### config.mk
export PLATFORM = sky130hd
export DESIGN_NAME = pe_pad_sched_flat
export DESIGN_NICKNAME = d
export VERILOG_FILES = /design/src/rtl/pe_pad_sched_if.sv /design/src/rtl/pe_pad_sched.sv /design/src/flat_wrapper.sv
export SDC_FILE = /design/constraint.sdc
export NUM_CORES = 1
export LEC_CHECK = 0
export CAP_MARGIN = 0
export CORE_UTILIZATION = 43
export CTS_BUF_LIST = sky130_fd_sc_hd__clkbuf_8
export CTS_CLUSTER_SIZE = 40
export DETAILED_ROUTE_END_ITERATION = 16
export GPL_ROUTABILITY_DRIVEN = 1
export PLACE_DENSITY = 0.66
export SETUP_SLACK_MARGIN = 0.1
export SYNTH_ARGS = -nofsm -noshare
export SYNTH_HDL_FRONTEND = slang
export SYNTH_SLANG_ARGS = --single-unit
### constraint.sdc
create_clock -name i_clk -period 3 [get_ports i_clk]
set_input_delay 0.3 -clock i_clk [delete_from_list [all_inputs] [get_ports i_clk]]
set_output_delay 0.3 -clock i_clk [all_outputs]
set_load 0.005 [all_outputs]
### src/rtl/pe_pad_sched_if.sv
// Pad-fill, psum handoff and pad-port bundle between pe_pad_sched and its PE datapath.
// master = scheduler side, slave = producers/consumer and pad register files.
interface pe_pad_sched_if #(
    parameter int IPAD_DEPTH = 12
);
    localparam int AW = $clog2(IPAD_DEPTH);

    logic          i_Input_rdy;
    logic          o_Input_ack;
    logic          i_Weight_rdy;
    logic          o_Weight_ack;
    logic          o_Psum_rdy;
    logic          i_Psum_ack;
    logic          o_ip_write;
    logic [AW-1:0] o_ip_waddr;
    logic          o_wp_write;
    logic [AW-1:0] o_wp_waddr;
    logic          o_pad_read;
    logic [AW-1:0] o_pad_raddr;
    logic          o_mac_first;
    logic          o_mac_last;

    modport master (
        input  i_Input_rdy, i_Weight_rdy, i_Psum_ack,
        output o_Input_ack, o_Weight_ack, o_Psum_rdy,
        output o_ip_write, o_ip_waddr, o_wp_write, o_wp_waddr,
        output o_pad_read, o_pad_raddr, o_mac_first, o_mac_last
    );

    modport slave (
        output i_Input_rdy, i_Weight_rdy, i_Psum_ack,
        input  o_Input_ack, o_Weight_ack, o_Psum_rdy,
        input  o_ip_write, o_ip_waddr, o_wp_write, o_wp_waddr,
        input  o_pad_read, o_pad_raddr, o_mac_first, o_mac_last
    );
endinterface

### src/rtl/pe_pad_sched.sv
// PE sequencing controller: fill input/weight pads, sweep reads, drain pipeline, hand out psum.
// Optional saturating stall counter (o_stall_cnt) is built when PE_PAD_SCHED_PERF_EN is defined.
module pe_pad_sched #(
    parameter int IPAD_DEPTH = 12,
    parameter int NFILT_W    = 8,
    parameter int PIPE_LAT   = 3
) (
    input  logic                            i_clk,
    input  logic                            i_rst,
    input  logic                            i_start,
    input  logic [$clog2(IPAD_DEPTH+1)-1:0] i_cfg_ilen,
    input  logic [NFILT_W-1:0]              i_cfg_nfilt,
    output logic                            o_done,
    output logic                            o_cfg_err,
    output logic                            o_busy,
`ifdef PE_PAD_SCHED_PERF_EN
    output logic [15:0]                     o_stall_cnt,
`endif
    pe_pad_sched_if.master                  bus
);
    localparam int AW = $clog2(IPAD_DEPTH);
    localparam int CW = $clog2(IPAD_DEPTH + 1);

    localparam logic [2:0] S_IDLE  = 3'd0;
    localparam logic [2:0] S_LOAD  = 3'd1;
    localparam logic [2:0] S_READ  = 3'd2;
    localparam logic [2:0] S_DRAIN = 3'd3;
    localparam logic [2:0] S_PSUM  = 3'd4;

    logic [2:0]         state_q, state_d;
    logic [CW-1:0]      ilen_q, ilen_d;
    logic [NFILT_W-1:0] nfilt_q, nfilt_d;
    logic [CW-1:0]      icnt_q, icnt_d;
    logic [CW-1:0]      wcnt_q, wcnt_d;
    logic [CW-1:0]      rcnt_q, rcnt_d;
    logic [3:0]         dcnt_q, dcnt_d;
    logic [NFILT_W-1:0] fcnt_q, fcnt_d;
    logic               load_in_q, load_in_d;
    logic               done_q, done_d;
    logic               cfg_err_q, cfg_err_d;

    logic in_pend, w_pend, in_ack, w_ack, ip_wr, wp_wr;
    logic cfg_bad, start_ok, in_done, w_done;

    // Input words are only fetched on the first pass; later passes reuse the input pad.
    assign in_pend  = load_in_q & (icnt_q < ilen_q);
    assign w_pend   = (wcnt_q < ilen_q);
    assign in_ack   = (state_q == S_LOAD) & in_pend;
    assign w_ack    = (state_q == S_LOAD) & w_pend;
    assign ip_wr    = bus.i_Input_rdy & in_ack;
    assign wp_wr    = bus.i_Weight_rdy & w_ack;

    assign cfg_bad  = (i_cfg_ilen == '0) || (i_cfg_ilen > CW'(IPAD_DEPTH)) || (i_cfg_nfilt == '0);
    assign start_ok = (state_q == S_IDLE) & i_start & ~cfg_bad;

    assign bus.o_Input_ack  = in_ack;
    assign bus.o_Weight_ack = w_ack;
    assign bus.o_ip_write   = ip_wr;
    assign bus.o_wp_write   = wp_wr;
    assign bus.o_ip_waddr   = icnt_q[AW-1:0];
    assign bus.o_wp_waddr   = wcnt_q[AW-1:0];
    assign bus.o_pad_read   = (state_q == S_READ);
    assign bus.o_pad_raddr  = rcnt_q[AW-1:0];
    assign bus.o_mac_first  = (state_q == S_READ) & (rcnt_q == '0);
    assign bus.o_mac_last   = (state_q == S_READ) & (rcnt_q == ilen_q - CW'(1));
    assign bus.o_Psum_rdy   = (state_q == S_PSUM);

    assign o_done    = done_q;
    assign o_cfg_err = cfg_err_q;
    assign o_busy    = (state_q != S_IDLE);

    always_comb begin
        state_d   = state_q;
        ilen_d    = ilen_q;
        nfilt_d   = nfilt_q;
        icnt_d    = icnt_q;
        wcnt_d    = wcnt_q;
        rcnt_d    = rcnt_q;
        dcnt_d    = dcnt_q;
        fcnt_d    = fcnt_q;
        load_in_d = load_in_q;
        done_d    = 1'b0;
        cfg_err_d = 1'b0;
        in_done   = 1'b0;
        w_done    = 1'b0;
        case (state_q)
            S_IDLE: begin
                if (i_start) begin
                    if (cfg_bad) begin
                        cfg_err_d = 1'b1;
                    end else begin
                        ilen_d    = i_cfg_ilen;
                        nfilt_d   = i_cfg_nfilt;
                        icnt_d    = '0;
                        wcnt_d    = '0;
                        rcnt_d    = '0;
                        dcnt_d    = '0;
                        fcnt_d    = '0;
                        load_in_d = 1'b1;
                        state_d   = S_LOAD;
                    end
                end
            end
            S_LOAD: begin
                if (ip_wr) icnt_d = icnt_q + CW'(1);
                if (wp_wr) wcnt_d = wcnt_q + CW'(1);
                // Leave as soon as the final transfer lands, so READ starts the very next cycle.
                in_done = ~load_in_q | (icnt_d == ilen_q);
                w_done  = (wcnt_d == ilen_q);
                if (in_done && w_done) begin
                    rcnt_d  = '0;
                    state_d = S_READ;
                end
            end
            S_READ: begin
                if (rcnt_q == ilen_q - CW'(1)) begin
                    rcnt_d  = '0;
                    dcnt_d  = '0;
                    state_d = (PIPE_LAT == 1) ? S_PSUM : S_DRAIN;
                end else begin
                    rcnt_d = rcnt_q + CW'(1);
                end
            end
            S_DRAIN: begin
                if (dcnt_q == 4'(PIPE_LAT - 2)) state_d = S_PSUM;
                else                            dcnt_d  = dcnt_q + 4'd1;
            end
            S_PSUM: begin
                if (bus.i_Psum_ack) begin
                    if (fcnt_q == nfilt_q - NFILT_W'(1)) begin
                        done_d  = 1'b1;
                        state_d = S_IDLE;
                    end else begin
                        fcnt_d    = fcnt_q + NFILT_W'(1);
                        wcnt_d    = '0;
                        load_in_d = 1'b0;
                        state_d   = S_LOAD;
                    end
                end
            end
            default: state_d = S_IDLE;
        endcase
    end

    always_ff @(posedge i_clk) begin
        if (i_rst) begin
            state_q   <= S_IDLE;
            ilen_q    <= '0;
            nfilt_q   <= '0;
            icnt_q    <= '0;
            wcnt_q    <= '0;
            rcnt_q    <= '0;
            dcnt_q    <= '0;
            fcnt_q    <= '0;
            load_in_q <= 1'b0;
            done_q    <= 1'b0;
            cfg_err_q <= 1'b0;
        end else begin
            state_q   <= state_d;
            ilen_q    <= ilen_d;
            nfilt_q   <= nfilt_d;
            icnt_q    <= icnt_d;
            wcnt_q    <= wcnt_d;
            rcnt_q    <= rcnt_d;
            dcnt_q    <= dcnt_d;
            fcnt_q    <= fcnt_d;
            load_in_q <= load_in_d;
            done_q    <= done_d;
            cfg_err_q <= cfg_err_d;
        end
    end

`ifdef PE_PAD_SCHED_PERF_EN
    logic [15:0] stall_q, stall_d;
    logic        stall_cyc;

    // In LOAD every acked channel has words pending, so "no write" means a stall.
    assign stall_cyc = ((state_q == S_LOAD) & ~ip_wr & ~wp_wr) |
                       ((state_q == S_PSUM) & ~bus.i_Psum_ack);

    always_comb begin
        stall_d = stall_q;
        if (start_ok)                            stall_d = '0;
        else if (stall_cyc && stall_q != 16'hFFFF) stall_d = stall_q + 16'd1;
    end

    always_ff @(posedge i_clk) begin
        if (i_rst) stall_q <= '0;
        else       stall_q <= stall_d;
    end

    assign o_stall_cnt = stall_q;
`endif
endmodule

### src/flat_wrapper.sv
// flat-port wrapper written by rule: the top's interface ports become plain ports
module pe_pad_sched_flat 
#(
    parameter int IPAD_DEPTH = 12,
    parameter int NFILT_W    = 8,
    parameter int PIPE_LAT   = 3
)
  (i_clk, i_rst, i_start, i_cfg_ilen, i_cfg_nfilt, o_done, o_cfg_err, o_busy, bus_i_Input_rdy, bus_i_Weight_rdy, bus_i_Psum_ack, bus_o_Input_ack, bus_o_Weight_ack, bus_o_Psum_rdy, bus_o_ip_write, bus_o_ip_waddr, bus_o_wp_write, bus_o_wp_waddr, bus_o_pad_read, bus_o_pad_raddr, bus_o_mac_first, bus_o_mac_last);
  pe_pad_sched_if #(.IPAD_DEPTH(IPAD_DEPTH)) bus_i ();
  input  logic i_clk;
  input  logic i_rst;
  input  logic i_start;
  input  logic [$clog2(IPAD_DEPTH+1)-1:0] i_cfg_ilen;
  input  logic [NFILT_W-1:0] i_cfg_nfilt;
  output logic o_done;
  output logic o_cfg_err;
  output logic o_busy;
  input wire logic [$bits(bus_i.i_Input_rdy)-1:0] bus_i_Input_rdy;
  input wire logic [$bits(bus_i.i_Weight_rdy)-1:0] bus_i_Weight_rdy;
  input wire logic [$bits(bus_i.i_Psum_ack)-1:0] bus_i_Psum_ack;
  output wire logic [$bits(bus_i.o_Input_ack)-1:0] bus_o_Input_ack;
  output wire logic [$bits(bus_i.o_Weight_ack)-1:0] bus_o_Weight_ack;
  output wire logic [$bits(bus_i.o_Psum_rdy)-1:0] bus_o_Psum_rdy;
  output wire logic [$bits(bus_i.o_ip_write)-1:0] bus_o_ip_write;
  output wire logic [$bits(bus_i.o_ip_waddr)-1:0] bus_o_ip_waddr;
  output wire logic [$bits(bus_i.o_wp_write)-1:0] bus_o_wp_write;
  output wire logic [$bits(bus_i.o_wp_waddr)-1:0] bus_o_wp_waddr;
  output wire logic [$bits(bus_i.o_pad_read)-1:0] bus_o_pad_read;
  output wire logic [$bits(bus_i.o_pad_raddr)-1:0] bus_o_pad_raddr;
  output wire logic [$bits(bus_i.o_mac_first)-1:0] bus_o_mac_first;
  output wire logic [$bits(bus_i.o_mac_last)-1:0] bus_o_mac_last;
  assign bus_i.i_Input_rdy = bus_i_Input_rdy;
  assign bus_i.i_Weight_rdy = bus_i_Weight_rdy;
  assign bus_i.i_Psum_ack = bus_i_Psum_ack;
  assign bus_o_Input_ack = bus_i.o_Input_ack;
  assign bus_o_Weight_ack = bus_i.o_Weight_ack;
  assign bus_o_Psum_rdy = bus_i.o_Psum_rdy;
  assign bus_o_ip_write = bus_i.o_ip_write;
  assign bus_o_ip_waddr = bus_i.o_ip_waddr;
  assign bus_o_wp_write = bus_i.o_wp_write;
  assign bus_o_wp_waddr = bus_i.o_wp_waddr;
  assign bus_o_pad_read = bus_i.o_pad_read;
  assign bus_o_pad_raddr = bus_i.o_pad_raddr;
  assign bus_o_mac_first = bus_i.o_mac_first;
  assign bus_o_mac_last = bus_i.o_mac_last;
  pe_pad_sched #(.IPAD_DEPTH(IPAD_DEPTH), .NFILT_W(NFILT_W), .PIPE_LAT(PIPE_LAT)) u_core (.i_clk(i_clk), .i_rst(i_rst), .i_start(i_start), .i_cfg_ilen(i_cfg_ilen), .i_cfg_nfilt(i_cfg_nfilt), .o_done(o_done), .o_cfg_err(o_cfg_err), .o_busy(o_busy), .bus(bus_i));
endmodule
### Yosys cells after proc, flatten, opt, wreduce, memory -nomap -nowiden

Index checks and enable logic that the tools add are counted.

| cells by class | value |
|---|---|
| add/sub/neg operators | 7 |
| order comparisons | 3 |
| equality and inequality tests | 17 |
| muxes and demuxes | 36 |
| bitwise gates (word level) | 14 |
| reduce and logical (&&, ||, !) cells | 22 |

Operator list:

| cell | count |
|---|---|
| $mux 4 | 12 |
| $pmux 4 s3 | 3 |
| $mux 8 | 4 |
| $mux 3 | 6 |
| $add 4x1->4 const B | 4 |
| $pmux 8 s2 | 1 |
| $pmux 3 s5 | 1 |
| $reduce_and 5->1 | 3 |
| $eq 4x4->1 | 3 |
| $ne 2x2->1 const B | 6 |
| $reduce_bool 3->1 | 4 |
| $add 8x1->8 const B | 1 |
| $eq 8x8->1 | 1 |
| $logic_not 4->1 | 2 |
| $logic_not 8->1 | 1 |
| $lt 4x4->1 | 2 |
| $pmux 4 s2 | 1 |
| $sub 8x1->8 const B | 1 |
| $and 1x1->1 | 7 |
| $mux 1 | 7 |
| $eq 3x2->1 const B | 2 |
| $not 1->1 | 6 |
| $reduce_and 3->1 | 2 |
| $reduce_and 6->1 | 1 |
| other kinds (14) | 18 |

| word-level totals | value |
|---|---|
| register bits after elaboration | 42 |
| input bits | 18 |
| output and inout port bits | 23 |
| word-level logic and storage cells | 110 |

### Depth between registers and ports, before layout

Gate-level depths: netlist of run 1.

| depth | value |
|---|---|
| word-level depth | 11 |
| depth in mapped cells | 11 |
| mapped depth without buffers | 9 |

### Least setup slack after synthesis of run 1

No wires, ideal clock.

| timing | value |
|---|---|
| kind | reg2reg |
| start | reg u_core.ilen_q[1] |
| end | reg u_core.rcnt_q[0], in the netlist u_core.bus.o_pad_raddr[0] |
| library setup time | 0.138 ns |
| arrival | 2.300 ns |
| required time | 2.862 ns |
| setup slack | 0.562 ns |
| stages on the path, launching flop included | 11 |
| buffers on the path | 1 |
| period minus slack after synthesis | 2.438 ns |
| cell sequence | dfxtp_1 > clkbuf_1 > inv_1 > ha_1 > nand2_1 > o21ai_2 > a21oi_2 > or4_1 > a32o_1 > o21ai_2 > a311oi_1 |

| between the ends | value |
|---|---|
| word-level cells in the longest chain between the ends | 11 |
| elaborated cells on any way between the ends | 21 |
| classes of those cells | add/sub: 1; order compare: 2; eq/ne: 4; mux: 6; bitwise: 6; reduce/logical: 2 |

RTL lines:

| what | line | RTL |
|---|---|---|
| from (decl) | pe_pad_sched.sv:31 | `logic [CW-1:0] ilen_q, ilen_d;` |
| from (signal assigned) | pe_pad_sched.sv:160 | `ilen_q <= ilen_d;` |
| $lt 4x4->1 | pe_pad_sched.sv:46 | `assign in_pend = load_in_q & (icnt_q < ilen_q);` |
| $and 1x1->1 | pe_pad_sched.sv:46 |  |
| $and 1x1->1 | pe_pad_sched.sv:48 | `assign in_ack = (state_q == S_LOAD) & in_pend;` |
| $and 1x1->1 | pe_pad_sched.sv:50 | `assign ip_wr = bus.i_Input_rdy & in_ack;` |
| net bus_o_ip_write | flat_wrapper.sv:24 | `output wire logic [$bits(bus_i.o_ip_write)-1:0] bus_o_ip_write;` |
| $mux 4 | pe_pad_sched.sv:105 | `if (ip_wr) icnt_d = icnt_q + CW'(1);` |
| $mux 4 | pe_pad_sched.sv:86 | `case (state_q)` |
| $eq 4x4->1 | pe_pad_sched.sv:108 | `in_done = ~load_in_q \| (icnt_d == ilen_q);` |
| $or 1x1->1 | pe_pad_sched.sv:108 |  |
| $logic_and 1x1->1 | pe_pad_sched.sv:110 | `if (in_done && w_done) begin` |
| $ne 2x2->1 (no line) | -- |  |
| $reduce_and 4->1 (no line) | -- |  |
| to (signal assigned) | pe_pad_sched.sv:164 | `rcnt_q <= rcnt_d;` |
| to (decl) | pe_pad_sched.sv:35 | `logic [CW-1:0] rcnt_q, rcnt_d;` |

The timed path passes the listed nets, and every way through them passes these cells. The select of a mux whose other input is x is not followed.
A chain may end at the register's enable or synchronous reset.

### Worst setup path in the final report of run 1

| timing | value |
|---|---|
| start | reg u_core.ilen_q[2] |
| end | out bus_o_ip_write |

| between the ends | value |
|---|---|
| word-level cells in the longest chain between the ends | 4 |

RTL lines:

| what | line |
|---|---|
| $lt 4x4->1 | pe_pad_sched.sv:46 |
| $and 1x1->1 | pe_pad_sched.sv:46 |
| $and 1x1->1 | pe_pad_sched.sv:48 |
| $and 1x1->1 | pe_pad_sched.sv:50 |
| to (decl) | flat_wrapper.sv:24 |

Every way passes these cells.

==> results of run 1 <==
==> critical path, stage by stage, from the launching register on <==
cell and delay, ns:
sky130_fd_sc_hd__dfxtp_1 0.49, sky130_fd_sc_hd__inv_1 0.11, sky130_fd_sc_hd__ha_1 0.30, sky130_fd_sc_hd__a21oi_1 0.18, sky130_fd_sc_hd__o21ai_2 0.09, sky130_fd_sc_hd__a21oi_2 0.34, sky130_fd_sc_hd__clkdlybuf4s50_1 0.58
==> stage by stage <==
| step | setup slack [ns] | instance area, um^2 | power, mW |
|---|---|---|---|
| floorplan | 0.5617 | 2816 | 1.333 |
| global placement | 0.5366 | 3279 | 1.577 |
| detailed placement | 0.4761 | 3279 | 1.589 |
| CTS | 0.3098 | 3393 | 2.047 |
| global route | 0.1412 | 3393 | 2.187 |
| finish | 0.3169 | 3393 | 2.031 |
==> power breakdown <==
part	internal (mW)	leakage [nW]	switching, mW
sequential	0.609	0.341	0.104
combinational	0.384	0.911	0.480
clock	0.248	0.0504	0.207
==> kinds of logic (layout without fill, tap and decap cells) <==
family,count (synthesis),in the layout
buffers and inverters,36,73
multiplexers,8,8
AO/OA/AOI/OAI,82,82
adder cells (fa/ha/maj),15,15
XOR/XNOR,30,30
AND/OR/NAND/NOR,144,144
flip-flops,42,42
==> cells in the mapped netlist, types with 3 or more instances <==
master and n:
sky130_fd_sc_hd__nand3b_1 3, sky130_fd_sc_hd__dfxtp_1 42, sky130_fd_sc_hd__nand2_1 54, sky130_fd_sc_hd__a21oi_1 30
sky130_fd_sc_hd__nor2b_1 8, sky130_fd_sc_hd__clkbuf_1 11, sky130_fd_sc_hd__mux2i_1 8, sky130_fd_sc_hd__nand4_1 5
sky130_fd_sc_hd__nor2_1 28, sky130_fd_sc_hd__nand3_1 14, sky130_fd_sc_hd__xor2_1 13, sky130_fd_sc_hd__ha_1 15
sky130_fd_sc_hd__a211oi_1 12, sky130_fd_sc_hd__nor3_1 4, sky130_fd_sc_hd__a311oi_1 6, sky130_fd_sc_hd__and3_1 6
sky130_fd_sc_hd__o22a_1 3, sky130_fd_sc_hd__inv_1 17, sky130_fd_sc_hd__xnor2_1 17, sky130_fd_sc_hd__nor4_1 3
sky130_fd_sc_hd__o21ai_0 5, sky130_fd_sc_hd__buf_2 3, sky130_fd_sc_hd__nand2b_1 8
==> cell type report <==
type	count	area [um^2]	area share
well taps	77	96.34	0.02839
clock inverters	3	45.04	0.01327
multi-input cells	279	1822	0.5369
inverters	18	67.56	0.01991
repair buffers	47	452.9	0.1335
flip-flops and latches	42	840.8	0.2478
clock buffers	5	68.82	0.02028
==> flip-flops by register name, indices dropped and copies added, names as in the netlist <==
register	flops
u_core.bus.o_ip_waddr	4
u_core.bus.o_pad_raddr	4
u_core.bus.o_wp_waddr	4
u_core.dcnt_q	4
u_core.fcnt_q	8
u_core.ilen_q	4
u_core.load_in_q	1
u_core.nfilt_q	8
u_core.o_cfg_err	1
u_core.o_done	1
u_core.state_q	3
==> final timing paths <==
kind	from	endpoint	slack, ns	depth (start not counted)
min	u_core.nfilt_q[7]	u_core.nfilt_q[7]	0.48	2
max	u_core.ilen_q[2]	bus_o_ip_write	0.32	6
max reg2reg	u_core.ilen_q[1]	u_core.bus.o_pad_raddr[0]	0.46	9
min reg2reg	u_core.nfilt_q[7]	u_core.nfilt_q[7]	0.48	2
==> metal layers <==
metal	wire length, um	up-vias
li1	-	1334
met1	3149	1228
met2	3154	41
met3	220	8
met4	81	0
met5	0	-
==> summary by stage, run 1 <==
Outcome
The run finished with clean final reports.

STA
Setup repair after global routing left no endpoint under its margin. The clock period minus final worst setup slack is 2.683 ns. The final-report setup violation count is 0. The total count of max-transition violations in the final report was 0. The highest clock frequency the design can meet is 0.3727 GHz.

The sum of negative setup slack is 0 ns. At the pin with the least slew margin, the transition time is 0.4465 ns. The hold violation total from the final report is 0. The share of the cycle needed by the critical path after routing is 0.8944. Across the routed clock network, the largest skew measured is about 0.011 ns. The worst slack on hold paths is between 0.4 and 0.5 ns. Measured against its own limit, the worst slew margin works out to 0.7005.

Synth
After synthesis, the cell types taking the most area are sky130_fd_sc_hd__dfxtp_1, sky130_fd_sc_hd__nand2_1, sky130_fd_sc_hd__ha_1, sky130_fd_sc_hd__a21oi_1, sky130_fd_sc_hd__xnor2_1. After technology mapping, the gate count stands at between 300 and 400. The number of distinct standard cells referenced by the synthesized netlist is 55.

The number of flops mapped to enable cells by yosys is 0. The most instantiated flip-flop cell in the synthesis netlist is sky130_fd_sc_hd__dfxtp_1. Of all cell types, the one taking the most synthesized area is sky130_fd_sc_hd__dfxtp_1. The adder-cell share of the synthesized area is 0.06664. The share of synthesized area in the top cell type comes to 0.2985. Of the total synthesized cell area, the portion taken by AND, OR, NAND and NOR gates is 0.2568. Of all flip-flops after synthesis, the portion carrying an async set or reset was 0. The synthesized-area fraction occupied by xor and xnor cells is 0.09329. After synthesis, the largest family of logic cells by area is simple AND/OR/NAND/NOR gates. The area fraction in compound gates after synthesis is 0.2017. The post-synthesis sequential element count is 42. Yosys printed 0 warnings. After synthesis, the share of cell area in mux cells is 0.02843.

The post-synthesis average cell area is ~7.9 um^2. The combined area of all synthesized cells is roughly 2800 um^2. The synthesized netlist net count is 390.

The sequential share of the synthesized area is 0.2985.

Flow run
The count of max-cap constraint violations is 0.

Placed design
The total half-perimeter wirelength after legalization and detailed placement is ~5000 um. The congestion estimate from routability-driven global placement came to 0.8104. The number of instances in the placed design is 463.

Buffers placed on the I/O ports in this run total 40.

Clock network
The H-tree was split into 2 levels. The clock transition at the registers of the reported paths is 0.09 ns. The tree is rooted in a sky130_fd_sc_hd__clkbuf_8.

Counting the buffers created by CTS gives 5. Post-CTS timing repair inserted 0 buffers for setup. After clock tree synthesis, the repair step resized 0 gates. The cts-stage hold buffer count is 0.

The TritonCTS clock tree is done. The clock passes through at most 2 buffers. The number of clock sinks seen by CTS is 42. The insertion delay to the later sink of the worst-skew pair is ~0.3 ns.

Pwr
In this run the power density over the cells is between 500 and 600 nW/um^2. VDD sags by at most ~0.32 mV. The leakage power is ~1.3 nW.

Routing
The number of design-rule violations left by the first detailed-router iteration is ~120. The average routed wire per standard cell is about 14 um. The first detailed-routing pass ran for 4 iterations.

The remaining design rule violation count is 0. The routed design has about 6600 um of wire. After detailed routing, the number of vias per cell comes to about 5.5. The via count is ~2600. The count of nets left with antenna violations once routing finished came out at 0.

Floorplanning
The die is between 80 and 90 um wide. The floorplan has 29 rows. The die covers 6877 um^2.

The core region is 6350 um^2. The die is ~83 um tall. The effective utilization at floorplan is 0.4435.

The number of ports placed on the die boundary is 41.

Layout
The library cells used most frequently in the layout, excluding fill and tap cells, are sky130_fd_sc_hd__nand2_1, sky130_fd_sc_hd__dfxtp_1, sky130_fd_sc_hd__clkdlybuf4s50_1, sky130_fd_sc_hd__a21oi_1, sky130_fd_sc_hd__nor2_1. After the last flow step, the layout net total stands at between 400 and 500. Leaving out fill and tap cells, the most frequent cell in the layout is sky130_fd_sc_hd__nand2_1. The number of antenna diodes in the final layout is 0.

The layout-stage area growth over the synthesis result is 20.48%. The non-filler instance count after layout is ~470. Measured on the finished design, the core utilization comes to 0.5344. In the final layout, the share of cells above drive strength 1 is 0.07107. The fill cell instance count of the final layout is between 600 and 700.

Min path
The path type of the worst min-delay path is reg2reg.

Worst setup path
STA puts the critical path data required time at approximately 2.7 ns. The classification of the worst setup path is reg2out. The worst setup path is captured at an output port. Data on the critical path arrives at its endpoint at approximately 2.4 ns. The peak fanout along the critical path is 9.

The worst setup path is launched from a register.

Global routing
The total overflow left after global routing is 0. The first-pass GRT wire length is roughly 11000 um. The routing usage on met2 is 0.3428. The global router's overall resource usage is 0.2020. The routing layer with the top usage in global route is met2. In the global route stage, met3 resource usage came out at 0.03877. The via count of the first global-routing pass was 2410. For this run, global-route usage on met1 was measured as 0.2613. The pin count of the biggest net entering global routing is 21. The initial antenna violation count is 0.
(Power assumes the default switching activity.)
==> run 2, diff against run 1 <==
--- a/config.mk
+++ b/config.mk
@@ -6,12 +6,13 @@
 export NUM_CORES = 1
 export LEC_CHECK = 0
 export CAP_MARGIN = 0
-export CORE_UTILIZATION = 43
+export CORE_MARGIN = 2
+export CORE_UTILIZATION = 56
 export CTS_BUF_LIST = sky130_fd_sc_hd__clkbuf_8
 export CTS_CLUSTER_SIZE = 40
 export DETAILED_ROUTE_END_ITERATION = 16
 export GPL_ROUTABILITY_DRIVEN = 1
-export PLACE_DENSITY = 0.66
+export PLACE_DENSITY = 0.82
 export SETUP_SLACK_MARGIN = 0.1
 export SYNTH_ARGS = -nofsm -noshare
 export SYNTH_HDL_FRONTEND = slang
==> run 2 against run 1 <==
Critical path depth did not move. Total power fell by 4.5%. Clock skew fell by 0.0075 ns. Sequential share of layout area rose by 0.47 points. Count of clock-buffer cells in the layout did not move. Worst setup slack got worse by 0.024 ns. Largest cell class unchanged.
==> summary by stage, run 2 (synthesis gave the netlist of run 1 again) <==
Floorplanning
The initial utilization of the core area, before any placement, comes to 0.5885. In this run the count of I/O pins placed on the die edge is 41. In this run the core area contains 25 standard-cell rows. The die is around 75 um tall. The floorplan step set the die width to ~75 um. The die area is roughly 5600 um^2. The area of the placeable core is roughly 4800 um^2.

STA
The total count of max-transition violations in the final report is 0. The hold violation total from the final report is 0. In the finished design, the share of the clock period the worst path needs comes to 0.9023. The final setup skew is 0.003107 ns. The relative slew slack is 0.5343.

Setup repair after global routing left no endpoint under its margin. The slew at the pin closest to its max-slew limit is between 0.6 and 0.7 ns. Setup violations remaining at the end of the flow were counted as 0. For this run, the top clock speed supported by timing is roughly 0.37 GHz. The sum of negative setup slack is 0 ns. After layout, the minimum clock period comes to roughly 2.7 ns.

Global routing
Entering global routing, the biggest net connects 39 pins. The initial antenna violation count is 0. The via count of the first global-routing pass came to 2510.

The sum of overflow across all layers after global routing is 0. Across every metal layer, demand over resource in global routing totals 0.2581. The first global-routing pass estimated about 11000 um of wire.

Min path
For hold timing, the worst endpoint is u_core.nfilt_q[7]. The startpoint identified for the worst hold timing path is u_core.nfilt_q[7]. The worst hold path passes through 2 cells. The path type of the worst min-delay path is reg2reg.

Clock network
The buffer type at the clock tree root is sky130_fd_sc_hd__clkbuf_8. The number of clock sinks seen by CTS is 42. The TritonCTS clock tree is done. The later pin in the worst-skew pair is clocked with a latency of approximately 0.3 ns. The cts-stage hold buffer count is 0. The post-CTS setup buffer count is 0. The CTS H-tree depth is 2. Gates resized during post-CTS repair numbered 0. The number of buffers on the longest clock path is 2. In this run, CTS created clock tree buffers numbering 5. The clock transition at the registers of the reported paths is ~0.080 ns.

Layout
The area of combinational cells with multiple inputs is ~1800 um^2. The cell area after layout is around 3300 um^2. The layout-stage area growth over the synthesis result is 18.26%. The fill cell instance count of the final layout is 420.

The fraction of final layout cells with drive strength greater than 1 is 0.06138. For this run, the post-layout net count is between 400 and 500. The repair_antennas step left the layout with diodes totalling 0. The top cell types in the final layout, fill and taps aside, are sky130_fd_sc_hd__nand2_1, sky130_fd_sc_hd__dfxtp_1, sky130_fd_sc_hd__clkdlybuf4s50_1, sky130_fd_sc_hd__a21oi_1, sky130_fd_sc_hd__nor2_1. The leading cell type in the layout, fill and taps excluded is sky130_fd_sc_hd__nand2_1. After the flow finishes, the layout carries non-filler instances totaling ~460. The largest registers in the layout are u_core.fcnt_q x8, u_core.nfilt_q x8. Summing all flip-flop and latch instances after layout gives 840.8 um^2.

Routing
The aggregate routed wire length is 6634 um. The via count is around 2700. The average routed wire per standard cell is approximately 14 um. For this block, the initial DRC count from the detailed router was about 160. In the routed layout, each cell is associated on average with a via count of 5.823. The iteration count of the initial detailed-routing pass is 4.

The remaining design rule violation count is 0. Once detail routing completed, the nets flagged for antenna violations numbered 0.

Worst setup path
The startpoint type of the worst setup path is a register. For flop-to-flop paths, the worst setup slack is between 0.4 and 0.5 ns. STA classifies the critical path endpoint as an output port.

The count of cells along the worst register-to-register path is 9. For the worst setup path, the data arrival time is between 2 and 2.5 ns. Along the worst path, the maximum fanout reaches 10. At the worst endpoint, the required time is 2.70 ns. The classification of the worst setup path is reg2out.

In this run the critical register-to-register path is captured at u_core.bus.o_pad_raddr[0]. The startpoint identified for the worst register-to-register timing path is u_core.ilen_q[1].

Pwr
Across the VDD grid, the largest voltage drop is roughly 0.34 mV. The power per cell area is ~580 nW/um^2. After layout, the design draws a total of 1.939 mW. The leakage power is 1.286 nW.

Placed design
Detailed placement ended at an HPWL of approximately 4900 um. Once placement completed, the tool counted placed cells totaling 450. The post-placement cell area is 3244 um^2. Routability-driven placement finished with a final weighted congestion of between 0.8 and 0.9. The port buffer count is 40.

Outcome
The run finished with clean final reports.

Flow run
The count of max-cap constraint violations is 0.
## run 2: changes by cell type in the layout (fill, tap and decap cells not counted), sizes merged
cell      before  now
bufinv         1    0
clkinvlp       2    0
buf            7    4
inv           18   19
clkinv         0    2
## run 2: layout make-up
type / instances / share of cell area
timing repair buffer: 44 / 0.1292
sequential: 42 / 0.2524
multi-input combinational: 279 / 0.5470
inverter: 18 / 0.02029
clock buffer: 5 / 0.02066
tap: 67 / 0.02517
clock inverter: 3 / 0.005259
## run 2: per-stage QoR
stage	setup WS, ns	hold WS (ns)	utilization
2_1_floorplan	0.5617	0.4263	-
3_3_place_gp	0.5627	0.4589	0.6779
3_5_place_dp	0.4901	0.4712	0.6779
4_1_cts	0.2827	0.4843	0.6959
5_1_grt	0.1028	0.5188	0.6959
6_report	0.2932	0.4781	0.6959
## run 2: worst max-delay path: stages (launching register included)
cell	delay (ns)
sky130_fd_sc_hd__dfxtp_1	0.47
sky130_fd_sc_hd__inv_1	0.12
sky130_fd_sc_hd__ha_1	0.30
sky130_fd_sc_hd__a21oi_1	0.14
sky130_fd_sc_hd__o21ai_1	0.11
sky130_fd_sc_hd__a21oi_2	0.39
sky130_fd_sc_hd__clkdlybuf4s50_1	0.58
## run 2: how the worst max path moves through the flow
stage	start	endpoint	slack [ns]	cells after the start
after floorplan	u_core.ilen_q[1]	u_core.bus.o_pad_raddr[0]	0.56	10
after global placement	u_core.ilen_q[1]	u_core.bus.o_pad_raddr[0]	0.56	9
after detailed placement	u_core.ilen_q[1]	u_core.bus.o_pad_raddr[0]	0.49	9
after CTS	u_core.state_q[0]	bus_o_wp_write	0.28	4
after global routing	u_core.ilen_q[2]	bus_o_wp_write	0.10	6
final	u_core.ilen_q[2]	bus_o_wp_write	0.29	6
## run 2: metal layers
layer / vias to the layer above / GRT usage / part of all wire
met5: - / 0 / 0
met4: 0 / 0.09325 / 0.016
met3: 11 / 0.05355 / 0.050
met2: 73 / 0.4318 / 0.47
met1: 1252 / 0.3287 / 0.46
li1: 1331 / - / -
## run 2: power breakdown
part	leakage [nW]	switching, mW	internal, mW	total, mW
registers	0.341	0.106	0.609	0.714
logic	0.896	0.479	0.378	0.858
clock network	0.0493	0.206	0.161	0.367
total	1.29	0.791	1.15	1.94
